### config.mk
export PLATFORM = sky130hd
export DESIGN_NAME = strokie_result_sink_flat
export DESIGN_NICKNAME = d
export VERILOG_FILES = /design/src/rtl/strokie_pkg.sv /design/src/rtl/strokie_result_sink_if.sv /design/src/rtl/strokie_sync_fifo.sv /design/src/rtl/strokie_result_sink.sv /design/src/flat_wrapper.sv
export SDC_FILE = /design/constraint.sdc
export NUM_CORES = 1
export LEC_CHECK = 0
export ABC_AREA = 1
export BUFFER_PORTS_ARGS = -buffer_cell sky130_fd_sc_hd__clkbuf_2
export CAP_MARGIN = 30
export CORE_MARGIN = 1
export CORE_UTILIZATION = 40
export CTS_CLUSTER_SIZE = 40
export DETAILED_ROUTE_END_ITERATION = 8
export PLACE_DENSITY = 0.69
export SLEW_MARGIN = 25
export SYNTH_ARGS = -nofsm -noshare
export SYNTH_HDL_FRONTEND = slang
export SYNTH_HIERARCHICAL = 1
export SYNTH_SLANG_ARGS = --single-unit
### constraint.sdc
create_clock -name CLK -period 3 [get_ports CLK]
set_input_delay 0.15 -clock CLK [delete_from_list [all_inputs] [get_ports CLK]]
set_output_delay 0.15 -clock CLK [all_outputs]
set_load 0.01 [all_outputs]
### src/rtl/strokie_pkg.sv
// Shared types and encodings for the strokie result sink: entry layout,
// display FSM states, LED byte-index codes and precision-mode encodings.
package strokie_pkg;

  localparam int RESULT_W = 32;
  localparam int FLAGS_W  = 5;
  localparam int ENTRY_W  = 1 + FLAGS_W + RESULT_W;

  localparam logic FP_HALF   = 1'b0;
  localparam logic FP_SINGLE = 1'b1;

  typedef enum logic [1:0] {
    ST_IDLE,
    ST_LOAD,
    ST_SHOW,
    ST_HOLD
  } disp_state_e;

  typedef enum logic [2:0] {
    IDX_B3    = 3'd0,
    IDX_B2    = 3'd1,
    IDX_B1    = 3'd2,
    IDX_B0    = 3'd3,
    IDX_FLAGS = 3'd4,
    IDX_NONE  = 3'd7
  } show_idx_e;

  typedef struct packed {
    logic                mode_fp;
    logic [FLAGS_W-1:0]  flags;
    logic [RESULT_W-1:0] result;
  } entry_t;

  // Half-precision results live in RESULT[15:8]/[7:0], so they skip the top two bytes.
  function automatic show_idx_e first_idx(input logic mode_fp);
    return (mode_fp == FP_SINGLE) ? IDX_B3 : IDX_B1;
  endfunction

  function automatic logic [7:0] select_byte(input entry_t e, input show_idx_e idx);
    logic [7:0] b;
    b = '0;
    case (idx)
      IDX_B3:    b = e.result[31:24];
      IDX_B2:    b = e.result[23:16];
      IDX_B1:    b = e.result[15:8];
      IDX_B0:    b = e.result[7:0];
      IDX_FLAGS: b = {{(8-FLAGS_W){1'b0}}, e.flags};
      default:   b = '0;
    endcase
    return b;
  endfunction

endpackage

### src/rtl/strokie_result_sink_if.sv
// Result-side bus of the strokie sink: FP unit result/flags in, LED display
// and FIFO status out. The FP unit (or bench) is the master, the sink the slave.
interface strokie_result_sink_if #(
  parameter int CNT_W = 8
);
  import strokie_pkg::*;

  logic [RESULT_W-1:0] RESULT;
  logic                VALID_OUT;
  logic [FLAGS_W-1:0]  FLAGS;
  logic                MODE_FP;
  logic                CLEAR;

  logic [7:0]          LEDS;
  logic [2:0]          SHOW_IDX;
  logic                EMPTY;
  logic                FULL;
  logic                OVERFLOW;
  logic [CNT_W-1:0]    CAPTURED;

  modport master (
    output RESULT, VALID_OUT, FLAGS, MODE_FP, CLEAR,
    input  LEDS, SHOW_IDX, EMPTY, FULL, OVERFLOW, CAPTURED
  );

  modport slave (
    input  RESULT, VALID_OUT, FLAGS, MODE_FP, CLEAR,
    output LEDS, SHOW_IDX, EMPTY, FULL, OVERFLOW, CAPTURED
  );

endinterface

### src/rtl/strokie_sync_fifo.sv
// Single-clock FIFO, power-of-two depth. A push while full is accepted only
// when a pop happens in the same cycle; push_ok_o reports acceptance.
module strokie_sync_fifo #(
  parameter int WIDTH = 38,
  parameter int DEPTH = 4
) (
  input  logic             clk_i,
  input  logic             rst_i,
  input  logic             push_i,
  input  logic [WIDTH-1:0] data_i,
  input  logic             pop_i,
  output logic [WIDTH-1:0] data_o,
  output logic             push_ok_o,
  output logic             full_o,
  output logic             empty_o
);

  localparam int AW = $clog2(DEPTH);
  localparam logic [AW:0] DEPTH_CNT = (AW+1)'(DEPTH);

  logic [WIDTH-1:0] mem_q [DEPTH];
  logic [AW-1:0]    wr_ptr_q, rd_ptr_q;
  logic [AW:0]      count_q;
  logic             do_push, do_pop;

  assign empty_o   = (count_q == '0);
  assign full_o    = (count_q == DEPTH_CNT);
  assign do_pop    = pop_i && !empty_o;
  assign do_push   = push_i && (!full_o || do_pop);
  assign push_ok_o = do_push;
  assign data_o    = mem_q[rd_ptr_q];

  // NOTE: storage array has no reset; only pointers and count define validity,
  // and leaving it unreset lets it map onto plain RAM/LUT storage.
  always_ff @(posedge clk_i) begin
    if (do_push) begin
      mem_q[wr_ptr_q] <= data_i;
    end
  end

  // NOTE: state registers use non-blocking assignments so every flop samples
  // the pre-edge values regardless of statement order.
  always_ff @(posedge clk_i) begin
    if (rst_i) begin
      wr_ptr_q <= '0;
      rd_ptr_q <= '0;
      count_q  <= '0;
    end else begin
      if (do_push) wr_ptr_q <= wr_ptr_q + 1'b1;
      if (do_pop)  rd_ptr_q <= rd_ptr_q + 1'b1;
      case ({do_push, do_pop})
        2'b10:   count_q <= count_q + 1'b1;
        2'b01:   count_q <= count_q - 1'b1;
        default: count_q <= count_q;
      endcase
    end
  end

endmodule

### src/rtl/strokie_result_sink.sv
// Captures strokie FP results on VALID_OUT rising edges into a FIFO and replays
// each entry byte-by-byte on the LEDs, holding every byte for DWELL cycles.
module strokie_result_sink #(
  parameter int DEPTH = 4,
  parameter int DWELL = 50_000_000,
  parameter int CNT_W = 8
) (
  input  logic                 CLK,
  input  logic                 RESET,
  strokie_result_sink_if.slave bus
);
  import strokie_pkg::*;

  localparam int DCNT_W = $clog2(DWELL + 1);
  localparam logic [DCNT_W-1:0] DWELL_LAST = DCNT_W'(DWELL - 1);

  // Capture path
  logic   valid_q;
  logic   capture;
  entry_t push_entry;
  entry_t head;
  logic   fifo_pop, fifo_push_ok, fifo_full, fifo_empty;

  assign capture    = bus.VALID_OUT && !valid_q;
  assign push_entry = '{mode_fp: bus.MODE_FP, flags: bus.FLAGS, result: bus.RESULT};

  strokie_sync_fifo #(
    .WIDTH (ENTRY_W),
    .DEPTH (DEPTH)
  ) u_fifo (
    .clk_i     (CLK),
    .rst_i     (RESET),
    .push_i    (capture),
    .data_i    (push_entry),
    .pop_i     (fifo_pop),
    .data_o    (head),
    .push_ok_o (fifo_push_ok),
    .full_o    (fifo_full),
    .empty_o   (fifo_empty)
  );

  // Status counters
  logic             overflow_q, overflow_d;
  logic [CNT_W-1:0] captured_q, captured_d;

  always_comb begin
    overflow_d = overflow_q;
    captured_d = captured_q;
    if (capture && !fifo_push_ok) overflow_d = 1'b1;
    if (fifo_push_ok && (captured_q != '1)) captured_d = captured_q + 1'b1;
    if (bus.CLEAR) begin
      overflow_d = 1'b0;
      captured_d = '0;
    end
  end

  // Display FSM
  disp_state_e       state_q, state_d;
  entry_t            disp_q, disp_d;
  show_idx_e         idx_q, idx_d;
  logic [DCNT_W-1:0] dwell_q, dwell_d;
  logic [7:0]        leds_q, leds_d;
  logic [2:0]        show_idx_q, show_idx_d;

  // NOTE: every variable driven here gets a default first, so no path through
  // the case leaves it unassigned and no latch is inferred.
  always_comb begin
    state_d  = state_q;
    disp_d   = disp_q;
    idx_d    = idx_q;
    dwell_d  = dwell_q;
    fifo_pop = 1'b0;
    unique case (state_q)
      ST_IDLE: begin
        if (!fifo_empty) state_d = ST_LOAD;
      end
      ST_LOAD: begin
        fifo_pop = 1'b1;
        disp_d   = head;
        idx_d    = first_idx(head.mode_fp);
        dwell_d  = '0;
        state_d  = ST_SHOW;
      end
      ST_SHOW: begin
        if (dwell_q == DWELL_LAST) begin
          dwell_d = '0;
          if (idx_q == IDX_FLAGS) begin
            state_d = fifo_empty ? ST_HOLD : ST_LOAD;
          end else begin
            idx_d = show_idx_e'(idx_q + 3'd1);
          end
        end else begin
          dwell_d = dwell_q + 1'b1;
        end
      end
      ST_HOLD: begin
        if (!fifo_empty) state_d = ST_LOAD;
      end
      default: state_d = ST_IDLE;
    endcase
  end

  // LEDs are computed from next-state values so the output is a true flop.
  always_comb begin
    leds_d     = '0;
    show_idx_d = IDX_NONE;
    case (state_d)
      ST_SHOW: begin
        leds_d     = select_byte(disp_d, idx_d);
        show_idx_d = idx_d;
      end
      ST_HOLD: leds_d = select_byte(disp_d, first_idx(disp_d.mode_fp));
      default: ;
    endcase
  end

  always_ff @(posedge CLK) begin
    if (RESET) begin
      valid_q    <= 1'b0;
      overflow_q <= 1'b0;
      captured_q <= '0;
      state_q    <= ST_IDLE;
      disp_q     <= '0;
      idx_q      <= IDX_NONE;
      dwell_q    <= '0;
      leds_q     <= '0;
      show_idx_q <= IDX_NONE;
    end else begin
      valid_q    <= bus.VALID_OUT;
      overflow_q <= overflow_d;
      captured_q <= captured_d;
      state_q    <= state_d;
      disp_q     <= disp_d;
      idx_q      <= idx_d;
      dwell_q    <= dwell_d;
      leds_q     <= leds_d;
      show_idx_q <= show_idx_d;
    end
  end

  assign bus.LEDS     = leds_q;
  assign bus.SHOW_IDX = show_idx_q;
  assign bus.EMPTY    = fifo_empty;
  assign bus.FULL     = fifo_full;
  assign bus.OVERFLOW = overflow_q;
  assign bus.CAPTURED = captured_q;

endmodule

### src/flat_wrapper.sv
// flat-port wrapper written by rule: the top's interface ports become plain ports
module strokie_result_sink_flat import strokie_pkg::*;
#(
  parameter int DEPTH = 4,
  parameter int DWELL = 50_000_000,
  parameter int CNT_W = 8
)
  (CLK, RESET, bus_RESULT, bus_VALID_OUT, bus_FLAGS, bus_MODE_FP, bus_CLEAR, bus_LEDS, bus_SHOW_IDX, bus_EMPTY, bus_FULL, bus_OVERFLOW, bus_CAPTURED);
  strokie_result_sink_if #(.CNT_W(CNT_W)) bus_i ();
  input  logic CLK;
  input  logic RESET;
  input wire logic [$bits(bus_i.RESULT)-1:0] bus_RESULT;
  input wire logic [$bits(bus_i.VALID_OUT)-1:0] bus_VALID_OUT;
  input wire logic [$bits(bus_i.FLAGS)-1:0] bus_FLAGS;
  input wire logic [$bits(bus_i.MODE_FP)-1:0] bus_MODE_FP;
  input wire logic [$bits(bus_i.CLEAR)-1:0] bus_CLEAR;
  output wire logic [$bits(bus_i.LEDS)-1:0] bus_LEDS;
  output wire logic [$bits(bus_i.SHOW_IDX)-1:0] bus_SHOW_IDX;
  output wire logic [$bits(bus_i.EMPTY)-1:0] bus_EMPTY;
  output wire logic [$bits(bus_i.FULL)-1:0] bus_FULL;
  output wire logic [$bits(bus_i.OVERFLOW)-1:0] bus_OVERFLOW;
  output wire logic [$bits(bus_i.CAPTURED)-1:0] bus_CAPTURED;
  assign bus_i.RESULT = bus_RESULT;
  assign bus_i.VALID_OUT = bus_VALID_OUT;
  assign bus_i.FLAGS = bus_FLAGS;
  assign bus_i.MODE_FP = bus_MODE_FP;
  assign bus_i.CLEAR = bus_CLEAR;
  assign bus_LEDS = bus_i.LEDS;
  assign bus_SHOW_IDX = bus_i.SHOW_IDX;
  assign bus_EMPTY = bus_i.EMPTY;
  assign bus_FULL = bus_i.FULL;
  assign bus_OVERFLOW = bus_i.OVERFLOW;
  assign bus_CAPTURED = bus_i.CAPTURED;
  strokie_result_sink #(.DEPTH(DEPTH), .DWELL(DWELL), .CNT_W(CNT_W)) u_core (.CLK(CLK), .RESET(RESET), .bus(bus_i));
endmodule
==> flow_metrics.env <==
export IMPL_period_share=0.887
export IMPL_synth_xor_area_share=0.00330
export IMPL_postSynth_asyncResetShare=0
export IMPL_layout_drive_gt1_share=0.151
export IMPL_grt_first_pass_wirelength_um=37300
export IMPL_sequential_cell_area_fraction_in_the_yosys_report=0.617
export IMPL_floorplan_die_height_um=165
export IMPL_drv_cap=0
export IMPL_grt_setup_unrepaired="false"
export IMPL_synthesis_instances=1052
export IMPL_cts_tree="done"
export IMPL_synth_ff_latch_count=251
export IMPL_drt_wl_total_um=22900
export IMPL_post_synth_and_or_nand_nor_area_fraction=0.175
export IMPL_synth_top_cells_by_area="sky130_fd_sc_hd__edfxtp_1 (43%), sky130_fd_sc_hd__dfxtp_1 (19%), sky130_fd_sc_hd__nor2_1 (6.0%)"
export IMPL_synth_largest_area_cell="sky130_fd_sc_hd__edfxtp_1"
export IMPL_pin_count_of_the_biggest_net_entering_global_routing=57
export IMPL_drtIter0Drc=612
export IMPL_synth_cell_types=47
export IMPL_period_needed_ps=2660
export IMPL_cp_max_fo=22
export IMPL_worst_ep_required_time_ps=3460
export IMPL_max_clock_freq_mhz=376
export IMPL_vdd_drop_max_mv=0.475
export IMPL_final_design_instance_area_without_fill_mm2=0.0126
export IMPL_drt_wirelength_per_cell_um=15.2
export IMPL_cp_data_arrival_time_ps=3120
export IMPL_synthAdderAreaFrac=0.0137
export IMPL_syn_num_nets=1105
export IMPL_area_delta_synth_final_pct=19.1
export IMPL_grt_total_usage=0.174
export IMPL_io_pin_count=64
export IMPL_grt_overflow_total=0
export IMPL_worst_slew_margin_rel=0.466
export IMPL_die_area_mm2=0.0272
export IMPL_cts_max_level=1
export IMPL_synthFlopType="sky130_fd_sc_hd__edfxtp_1"
export IMPL_vias_in_the_first_global_route=7472
export IMPL_dpl_cell_area_mm2=0.0113
export IMPL_hold_viol=0
export IMPL_run_status="finished, final reports clean"
export IMPL_vias=7614
export IMPL_top_cells_by_instance_count_after_synthesis="sky130_fd_sc_hd__nor2_1 (169), sky130_fd_sc_hd__edfxtp_1 (152), sky130_fd_sc_hd__o21ai_0 (109), sky130_fd_sc_hd__nand2_1 (106), sky130_fd_sc_hd__dfxtp_1 (99)"
export IMPL_drt_vias_per_instance=5.04
export IMPL_setup_total_negative_slack_ps=0
export IMPL_initial_core_util=0.407
export IMPL_clkSinkCount=251
export IMPL_avgSynthCellArea_um2=10.1
export IMPL_gpl_final_weighted_congestion=0.897
export IMPL_grt_antenna_before_repair=1
export IMPL_final_antenna_net_count=0
export IMPL_count_of_flip_flops_with_a_built_in_enable_after_synthesis=152
export IMPL_drt_first_pass_iters=5
export IMPL_clock_tree_buffer_depth=3
export IMPL_final_max_slew_viol_count=0
export IMPL_syn_cell_area_mm2=0.0106
export IMPL_synth_compound_area_frac=0.112
export IMPL_die_width_um=165
export IMPL_hp_class="primary input to flip-flop"
export IMPL_design_final_nets=1208
export IMPL_worst_skew_pair_late_latency_ps=540
export IMPL_placement_rows=59
export IMPL_most_instantiated_library_cell_after_synthesis="sky130_fd_sc_hd__nor2_1"
export IMPL_cts_buffers=26
export IMPL_synth_top_area_share=0.430
export IMPL_yosys_mux_area_fraction=0.0179
export IMPL_setup_viol_count_final=0
export IMPL_max_slew_worst_pin_slew_ps=795
export IMPL_yosys_warnings=6
export IMPL_clock_skew_ps=21.1
export IMPL_synth_top_family_by_area="simple AND/OR/NAND/NOR gates"
export IMPL_clock_tree_root_cell="sky130_fd_sc_hd__clkbuf_16"
export IMPL_leakage_uw=0.00479
export IMPL_kind_of_critical_path="flip-flop to flip-flop"
export IMPL_layout_core_utilization=0.485
export IMPL_io_buffers=63
export IMPL_critPathCaptureType="flip-flop"
export IMPL_crit_path_start_kind="flip-flop"
export IMPL_core_area_mm2=0.0261
export IMPL_drc=0
export IMPL_place_detailed_hpwl_um=14700
export IMPL_p_per_area_mw_per_mm2=793
export IMPL_clkTransAtPathRegs_ps=60
-- what timing repair did --
item | 4_1_cts | 5_1_grt
hold buffers | 42 | 0
hold endpoints to repair | 159 | 0
gates resized for setup | 0 | 0
setup buffers | 0 | 0
-- logic make-up (layout without fill, tap and decap cells) --
| logic type | Yosys count | count (layout) |
|---|---|---|
| buffers and inverters | 149 | 272 |
| flip-flops | 251 | 251 |
| other | 0 | 1 |
| adder cells (fa/ha/maj) | 11 | 11 |
| multiplexers | 19 | 19 |
| XOR/XNOR | 4 | 4 |
| AND/OR/NAND/NOR | 401 | 401 |
| AO/OA/AOI/OAI | 217 | 217 |
-- power breakdown --
part           total [uW]  switching, uW  internal, uW
clock                3310           1340          1970
combinational        2600           1810           788
sequential           4110            118          3990
-- critical path, stage by stage, from the launching register on --
cell and delay, ps:
sky130_fd_sc_hd__dfxtp_1 380, sky130_fd_sc_hd__ha_2 280, sky130_fd_sc_hd__buf_4 300, sky130_fd_sc_hd__inv_1 90
sky130_fd_sc_hd__nor2_1 140, sky130_fd_sc_hd__inv_1 60, sky130_fd_sc_hd__o21ai_0 150, sky130_fd_sc_hd__inv_1 50
sky130_fd_sc_hd__nand2_1 70, sky130_fd_sc_hd__nand2_2 250, sky130_fd_sc_hd__inv_2 320, sky130_fd_sc_hd__nand4_1 130
sky130_fd_sc_hd__nand2_1 90, sky130_fd_sc_hd__nor2_1 50, sky130_fd_sc_hd__nand2_1 60, sky130_fd_sc_hd__nand2_1 50
sky130_fd_sc_hd__a21oi_1 110
-- routing by layer --
| metal | track usage | wire length, um |
|---|---|---|
| met3 | 0.0251 | 908 |
| met1 | 0.221 | 10500 |
| met5 | 0 | 0 |
| met2 | 0.301 | 10900 |
| met4 | 0.0588 | 653 |
-- cell type report --
class	count	area [um2]
diodes	1	2.50
clock buffers	35	757
clock inverters	13	156
fillers	2371	13400
inverters	102	383
multi-input cells	652	3450
flip-flops and latches	251	6550
well taps	335	419
repair buffers	122	926
-- state kept, by name (all words and copies together), names as in the netlist, named ones only --
name / flops
u_core/idx_q: 3
u_core/disp_q: 38
u_core/u_fifo/mem_q: 152
u_core/bus.SHOW_IDX: 3
u_core/u_fifo/wr_ptr_q: 2
u_core/bus.CAPTURED: 8
u_core/bus.OVERFLOW: 1
u_core/dwell_q: 26
u_core/bus.LEDS: 8
u_core/u_fifo/rd_ptr_q: 2
u_core/state_q: 2
u_core/valid_q: 1
u_core/u_fifo/count_q: 3
-- worst paths after layout --
path | from | endpoint | slack, ps | cells after the start
worst max-delay path | u_core/state_q[0] | u_core/bus.LEDS[0] | 340 | 16
worst min-delay path | bus_FLAGS[3] | u_core/u_fifo/mem_q[1][35] | 360 | 2
worst max register to register | u_core/state_q[0] | u_core/bus.LEDS[0] | 340 | 16
worst min register to register | u_core/bus.OVERFLOW | u_core/bus.OVERFLOW | 460 | 2
-- cells in the final DEF (no fill, tap or decap), drive strengths merged, types with 2 or more instances in the layout --
cell         netlist  final
nor2             178    178
edfxtp           152    152
o21ai            120    120
nand2            116    116
inv              102    104
dfxtp             99     99
clkbuf            23     98
dlygate4sd3        0     42
a21oi             41     41
o22ai             38     38
nand3             29     29
nand4             25     25
or2               20     20
mux2i             19     19
buf               24     17
nand3b            16     16
nor3              11     11
ha                10     10
clkinv             0      7
o211ai             6      6
a211oi             5      5
xor2               3      3
nor4               3      3
bufinv             0      2
nor3b              2      2
o21bai             2      2
o21a               2      2
clkinvlp           0      2
-- stage by stage --
| stage | hold slack (ps) | total power (uW) | setup slack, ps | std cells |
|---|---|---|---|---|
| 6_report | 360 | 10000 | 340 | 1511 |
| 5_1_grt | 354 | 10500 | 53.8 | 1510 |
| 4_1_cts | 340 | 10100 | 373 | 1510 |
| 3_5_place_dp | 370 | 6720 | 390 | 1420 |
| 3_3_place_gp | 367 | 6670 | 485 | 1420 |
| 2_1_floorplan | 212 | 6150 | 99.7 | 1052 |
No activity file was read; power rests on OpenSTA's default activity.
